$ cat src/rtl/cpu_io_hub.sv
// Multi-channel I/O hub: per-channel rx/tx FIFOs bridging the CPU byte port to
// 4-phase receive handshakes and strobed transmit launches.
module cpu_io_hub #(
  parameter  int NCH   = 2,
  parameter  int DEPTH = 4,
  parameter  int W     = 8,
  localparam int SW    = (NCH > 1) ? $clog2(NCH) : 1
) (
  input  logic             clk,
  input  logic             reset,
  input  logic [NCH-1:0]   rx_irr,
  input  logic [NCH*W-1:0] rx_data,
  output logic [NCH-1:0]   rx_ack,
  output logic [NCH-1:0]   tx_req,
  output logic [NCH*W-1:0] tx_data,
  input  logic [NCH-1:0]   tx_busy,
  input  logic [SW-1:0]    cpu_sel,
  input  logic             cpu_rd,
  output logic [W-1:0]     cpu_rdata,
  input  logic             cpu_wr,
  input  logic [W-1:0]     cpu_wdata,
  output logic [NCH-1:0]   rx_avail,
  output logic [NCH-1:0]   tx_full,
  input  logic [NCH-1:0]   irq_en,
  output logic             irq,
  output logic [NCH-1:0]   wr_drop,
  input  logic             clr_drop
);
  localparam int AW = $clog2(DEPTH);

  typedef enum logic {R_IDLE, R_ACK} rx_st_e;
  typedef enum logic [1:0] {T_IDLE, T_REQ, T_GUARD, T_WAIT} tx_st_e;

  logic [NCH-1:0][W-1:0] rx_head;
  logic [NCH-1:0]        rx_nonempty;
  logic [W-1:0]          cpu_rdata_q, cpu_rdata_d;
  logic                  irq_q;

  for (genvar c = 0; c < NCH; c++) begin : g_ch
    logic          sel;
    logic [W-1:0]  rxm_q [DEPTH];
    logic [AW:0]   rxw_q, rxr_q, rxw_d, rxr_d;
    logic          rx_fl, rx_push, rx_pop;
    rx_st_e        rs_q, rs_d;
    logic [W-1:0]  txm_q [DEPTH];
    logic [AW:0]   txw_q, txr_q, txw_d, txr_d;
    logic          tx_fl, tx_mt, tx_push, tx_pop;
    tx_st_e        ts_q, ts_d;
    logic [W-1:0]  txd_q, txd_d;
    logic          avail_q, full_q, drop_q, drop_d;

    assign sel            = (cpu_sel == SW'(c));
    assign rx_nonempty[c] = (rxw_q != rxr_q);
    assign rx_fl          = (rxw_q[AW] != rxr_q[AW]) && (rxw_q[AW-1:0] == rxr_q[AW-1:0]);
    assign rx_pop         = cpu_rd && sel && rx_nonempty[c];
    assign rx_head[c]     = rxm_q[rxr_q[AW-1:0]];

    always_comb begin
      rs_d    = rs_q;
      rx_push = 1'b0;
      case (rs_q)
        R_IDLE: if (rx_irr[c] && !rx_fl) begin
          rx_push = 1'b1;
          rs_d    = R_ACK;
        end
        R_ACK:   if (!rx_irr[c]) rs_d = R_IDLE;
        default: rs_d = R_IDLE;
      endcase
    end

    assign rxw_d = rxw_q + {{AW{1'b0}}, rx_push};
    assign rxr_d = rxr_q + {{AW{1'b0}}, rx_pop};

    assign tx_mt   = (txw_q == txr_q);
    assign tx_fl   = (txw_q[AW] != txr_q[AW]) && (txw_q[AW-1:0] == txr_q[AW-1:0]);
    assign tx_push = cpu_wr && sel && !tx_fl;

    // tx_busy is deliberately not sampled in T_GUARD: the peripheral raises it a cycle late.
    always_comb begin
      ts_d   = ts_q;
      txd_d  = txd_q;
      tx_pop = 1'b0;
      case (ts_q)
        T_IDLE: if (!tx_mt && !tx_busy[c]) begin
          tx_pop = 1'b1;
          txd_d  = txm_q[txr_q[AW-1:0]];
          ts_d   = T_REQ;
        end
        T_REQ:   ts_d = T_GUARD;
        T_GUARD: ts_d = T_WAIT;
        T_WAIT:  if (!tx_busy[c]) ts_d = T_IDLE;
        default: ts_d = T_IDLE;
      endcase
    end

    assign txw_d = txw_q + {{AW{1'b0}}, tx_push};
    assign txr_d = txr_q + {{AW{1'b0}}, tx_pop};

    // A drop in the same cycle as clr_drop leaves the bit set.
    always_comb begin
      drop_d = drop_q;
      if (clr_drop) drop_d = 1'b0;
      if (cpu_wr && sel && tx_fl) drop_d = 1'b1;
    end

    always_ff @(posedge clk) begin
      if (reset) begin
        rs_q    <= R_IDLE;
        ts_q    <= T_IDLE;
        rxw_q   <= '0;
        rxr_q   <= '0;
        txw_q   <= '0;
        txr_q   <= '0;
        txd_q   <= '0;
        avail_q <= 1'b0;
        full_q  <= 1'b0;
        drop_q  <= 1'b0;
      end else begin
        rs_q    <= rs_d;
        ts_q    <= ts_d;
        rxw_q   <= rxw_d;
        rxr_q   <= rxr_d;
        txw_q   <= txw_d;
        txr_q   <= txr_d;
        txd_q   <= txd_d;
        avail_q <= (rxw_d != rxr_d);
        full_q  <= (txw_d[AW] != txr_d[AW]) && (txw_d[AW-1:0] == txr_d[AW-1:0]);
        drop_q  <= drop_d;
      end
    end

    always_ff @(posedge clk) begin
      if (rx_push) rxm_q[rxw_q[AW-1:0]] <= rx_data[c*W +: W];
      if (tx_push) txm_q[txw_q[AW-1:0]] <= cpu_wdata;
    end

    assign rx_ack[c]          = (rs_q == R_ACK);
    assign tx_req[c]          = (ts_q == T_REQ);
    assign tx_data[c*W +: W]  = txd_q;
    assign rx_avail[c]        = avail_q;
    assign tx_full[c]         = full_q;
    assign wr_drop[c]         = drop_q;
  end

  always_comb begin
    cpu_rdata_d = cpu_rdata_q;
    for (int unsigned i = 0; i < NCH; i++) begin
      if (cpu_rd && (cpu_sel == SW'(i)) && rx_nonempty[i]) cpu_rdata_d = rx_head[i];
    end
  end

  always_ff @(posedge clk) begin
    if (reset) begin
      cpu_rdata_q <= '0;
      irq_q       <= 1'b0;
    end else begin
      cpu_rdata_q <= cpu_rdata_d;
      irq_q       <= |(rx_avail & irq_en);
    end
  end

  assign cpu_rdata = cpu_rdata_q;
  assign irq       = irq_q;
endmodule

$ cat config.mk
export PLATFORM = sky130hd
export DESIGN_NAME = cpu_io_hub
export DESIGN_NICKNAME = d
export VERILOG_FILES = /design/src/rtl/cpu_io_hub.sv
export SDC_FILE = /design/constraint.sdc
export NUM_CORES = 1
export LEC_CHECK = 0
export CAP_MARGIN = 20
export CORE_ASPECT_RATIO = 0.7
export CORE_UTILIZATION = 35
export CTS_BUF_LIST = sky130_fd_sc_hd__clkbuf_4 sky130_fd_sc_hd__clkbuf_8
export DETAILED_ROUTE_END_ITERATION = 12
export PLACE_DENSITY_LB_ADDON = 0.3
export REMOVE_ABC_BUFFERS = 1
export SLEW_MARGIN = 20
export SYNTH_ARGS = -nofsm -noshare
export SYNTH_HDL_FRONTEND = slang
export SYNTH_SLANG_ARGS = --single-unit
$ cat constraint.sdc
create_clock -name clk -period 2.1 [get_ports clk]
set_input_delay 0.315 -clock clk [delete_from_list [all_inputs] [get_ports clk]]
set_output_delay 0.315 -clock clk [all_outputs]
set_load 0.05 [all_outputs]
==> summary.txt <==
remaining routing DRC violations: 0
vias per inst: 4.78
RSZ-0062 raised after global routing: true
largest net degree at the start of global routing: 22
Seq cells post-synth: 189
drt first-iter violations: 175
vias: 4,250
skew final: 11.6 ps
Yosys warnings: 0
Post-Synth Adder-Cell Area: 3.93%
Initial Utilization: 36.3%
Multi-input gate area: 2540 µm²
Tmin final: 2100 ps
Worst Slack Setup Final: -4.90 ps
post-synthesis mux area share: 11.8%
Crit path largest cell delay: 340 ps
CP required: 2510 ps
Final Non-Filler Cells: 890
most common cell in the synthesized netlist: edfxtp_1
Crit. End Element: register
layout cells sized above 1: 31.9%
H-Tree Depth: 4
hold depth: 2
Max-cap violations: 0
sequential share of the synthesized area: 66.2%
number of nets with antenna violations after routing: 0
vias in the first global route: 4,414
Max Slew Vio Count: 0
initial antenna violation count: 0
clk root buf: clkbuf_8
largest family of logic cells by synthesized area: multiplexers
crit-path leading delay family: adder cells
Die Area: 22,500 µm²
drt wl/cell: 17.0 µm
Post-Synth XOR/XNOR Area: 4.52%
post-synthesis compound-gate area fraction: 3.76%
Main synth FF type: edfxtp_1
Yosys top cell by area: edfxtp_1
core area: 21,100 µm²
buffers plus inverters on the worst setup path: 2
fill count: 1,824
grt ovf: 0
Hold Path Class: input pin to register
Max IR drop VDD: 0.356 mV
Post-Syn Area: 7650 µm²
Worst-Skew Late Latency: 460 ps
nets: 661
fin util: 46.2%
final instance area: 9740 µm²
Inst Count DP: 841
crit-path cells: inv_2 > ha_4 > inv_2 > a311oi_2 > ha_2 > ha_4 > xnor2_4 > xnor2_2 > nor4_2 > mux2_4
Tot GR Track Use: 14.2%
Simple-Gate Fraction of Synth Area: 6.58%
Worst Max-Slew Pin Slew: 517 ps
relative slew slack: 65.4%
Worst-path clk slew: 100 ps
Area Growth Syn to Fin: 27.4%
Synth area leaders: edfxtp_1 (50%), dfxtp_1 (16%), mux4_2 (9.4%)
Placement Setup Slack: -269 ps
CTS tree: done
Syn Inst Count: 466
EDFF count, synth: 128
post-placement cell area: 8940 µm²
Levels on crit path: 10
Worst Path Max Fanout: 2
Pwr Density: 901 nW/µm²
outcome: complete, but fails checks
Min Hold Slack: 296 ps
GPL Wtd Cong: 0.790
post-DP HPWL: 10.6 mm
IO Pins: 71
die width: 179 µm
crit path kind: register to register
# rows: 44
Synth async-reset ratio: 0%
Final Hold Fails: 0
CTS Buf Count: 17
Chip Height: 126 µm
CTS Sinks: 189
n_diodes: 0
post-synth top area share: 50.3%
Setup violations, final: 1
Crit-path slowest cell: dfxtp_2
failing checks: negative setup slack
Synth top cells by count: edfxtp_1 (128), dfxtp_1 (61), mux4_2 (32), nor2_1 (30), xnor2_1 (28)
Hold-fix buffers, CTS: 0
global-route wire length before repair: 23.6 mm
Port Buf Inserts: 70
Max clock buf depth: 2
Fmax: 0.475 GHz
register area: 5080 µm²
routed wire length: 15.1 mm
Avg Synthesized Cell Area: 16.4 µm²
drt pass-1 iters: 6
library cells used by synthesis: 49
Period Utilization, post-route: 100%
path depth of the worst reg2reg path: 10
LEAKAGE: 3.38 nW
CP arrival: 2510 ps
CP Launch Type: register
-- final cells by class --
type                    instances  share of cell area (%)
multi-input cells             238                    26.1
clock buffers                  17                    2.40
repair buffers                142                    12.9
flip-flops and latches        189                    52.2
clock inverters                15                    2.26
inverters                      13                   0.629
well taps                     276                    3.55
-- final timing paths --
path,startpoint,to,slack (ps)
max reg2reg,g_ch[0].ts_q[0],g_ch[0].full_q,-5
max,g_ch[0].ts_q[0],g_ch[0].full_q,-5
min reg2reg,g_ch[1].drop_q,g_ch[1].drop_q,490
min,reset,g_ch[0].txr_q[2],300
-- worst reg2reg max path: cells and delay by family, from the launching register on --
kind,cells,cell delay (ps)
AOI/OAI and AO/OA,1,300
xor gates and xnor gates,2,250
adders and majority gates,3,540
buffers and inverters,2,100
DFF,1,340
muxes,1,200
and+or+nand+nor,1,320
-- cells in the final DEF, fill, tap and decap left out, types with 4 or more instances in the layout --
cell / n
xor2_2: 4
dfxtp_2: 11
xnor2_1: 18
nor2_1: 30
nand3b_1: 4
mux4_2: 32
xnor2_2: 12
o22ai_1: 5
clkdlybuf4s50_1: 67
edfxtp_1: 128
a21oi_1: 4
clkbuf_8: 17
a31oi_1: 4
inv_1: 7
inv_2: 5
nand2_1: 10
nor3_1: 12
nor2b_1: 15
nor3b_1: 6
clkinv_8: 9
ha_1: 18
dfxtp_1: 49
buf_4: 72
mux2i_1: 16
-- sequential cells by signal (all words and copies together) (netlist names), 2 cells and up --
| name | count |
|---|---|
| g_ch.txw_q | 6 |
| g_ch.rxm_q | 64 |
| g_ch.txm_q | 64 |
| g_ch.rs_q | 2 |
| g_ch.ts_q | 4 |
| g_ch.txr_q | 6 |
| g_ch.avail_q | 2 |
| g_ch.full_q | 2 |
| g_ch.txd_q | 16 |
| g_ch.rxr_q | 6 |
| g_ch.drop_q | 2 |
| g_ch.rxw_q | 6 |
| cpu_rdata | 8 |
-- kinds of logic after synthesis --
family | Yosys count
adder cells (fa/ha/maj) | 24
AO/OA/AOI/OAI | 34
AND/OR/NAND/NOR | 94
flip-flops | 189
multiplexers | 50
buffers and inverters | 39
XOR/XNOR | 36
-- repair_timing --
item / CTS / global route
pin swaps: 8 / 13
endpoints found under the hold margin: 0 / 0
setup buffers: 10 / 8
resized for setup: 13 / 37
endpoints found under the setup margin: 2 / 12
-- per-layer routing --
layer / track usage (%) / vias to the layer above / part of all wire [%]
met5: 0 / - / 0
met4: 4.19 / 0 / 0.78
met3: 3.29 / 7 / 4.4
met2: 22.3 / 78 / 47
met1: 19.8 / 2131 / 48
li1: - / 2034 / -
-- stage by stage --
stage | setup TNS (ps) | power [W]
finish | -4.90 | 0.00877
global route | -707 | 0.00921
CTS | 0 | 0.00876
detailed placement | -842 | 0.00615
global placement | -599 | 0.00607
floorplan | -4150 | 0.00545
-- where the power goes --
group / leakage (nW) / total, W / switching (W) / internal [W]
registers: 1.67 / 0.00430 / 0.000111 / 0.00418
logic: 1.49 / 0.00194 / 0.00103 / 0.000915
clock network: 0.222 / 0.00253 / 0.00149 / 0.00105
No activity file was read; power rests on OpenSTA's default activity.
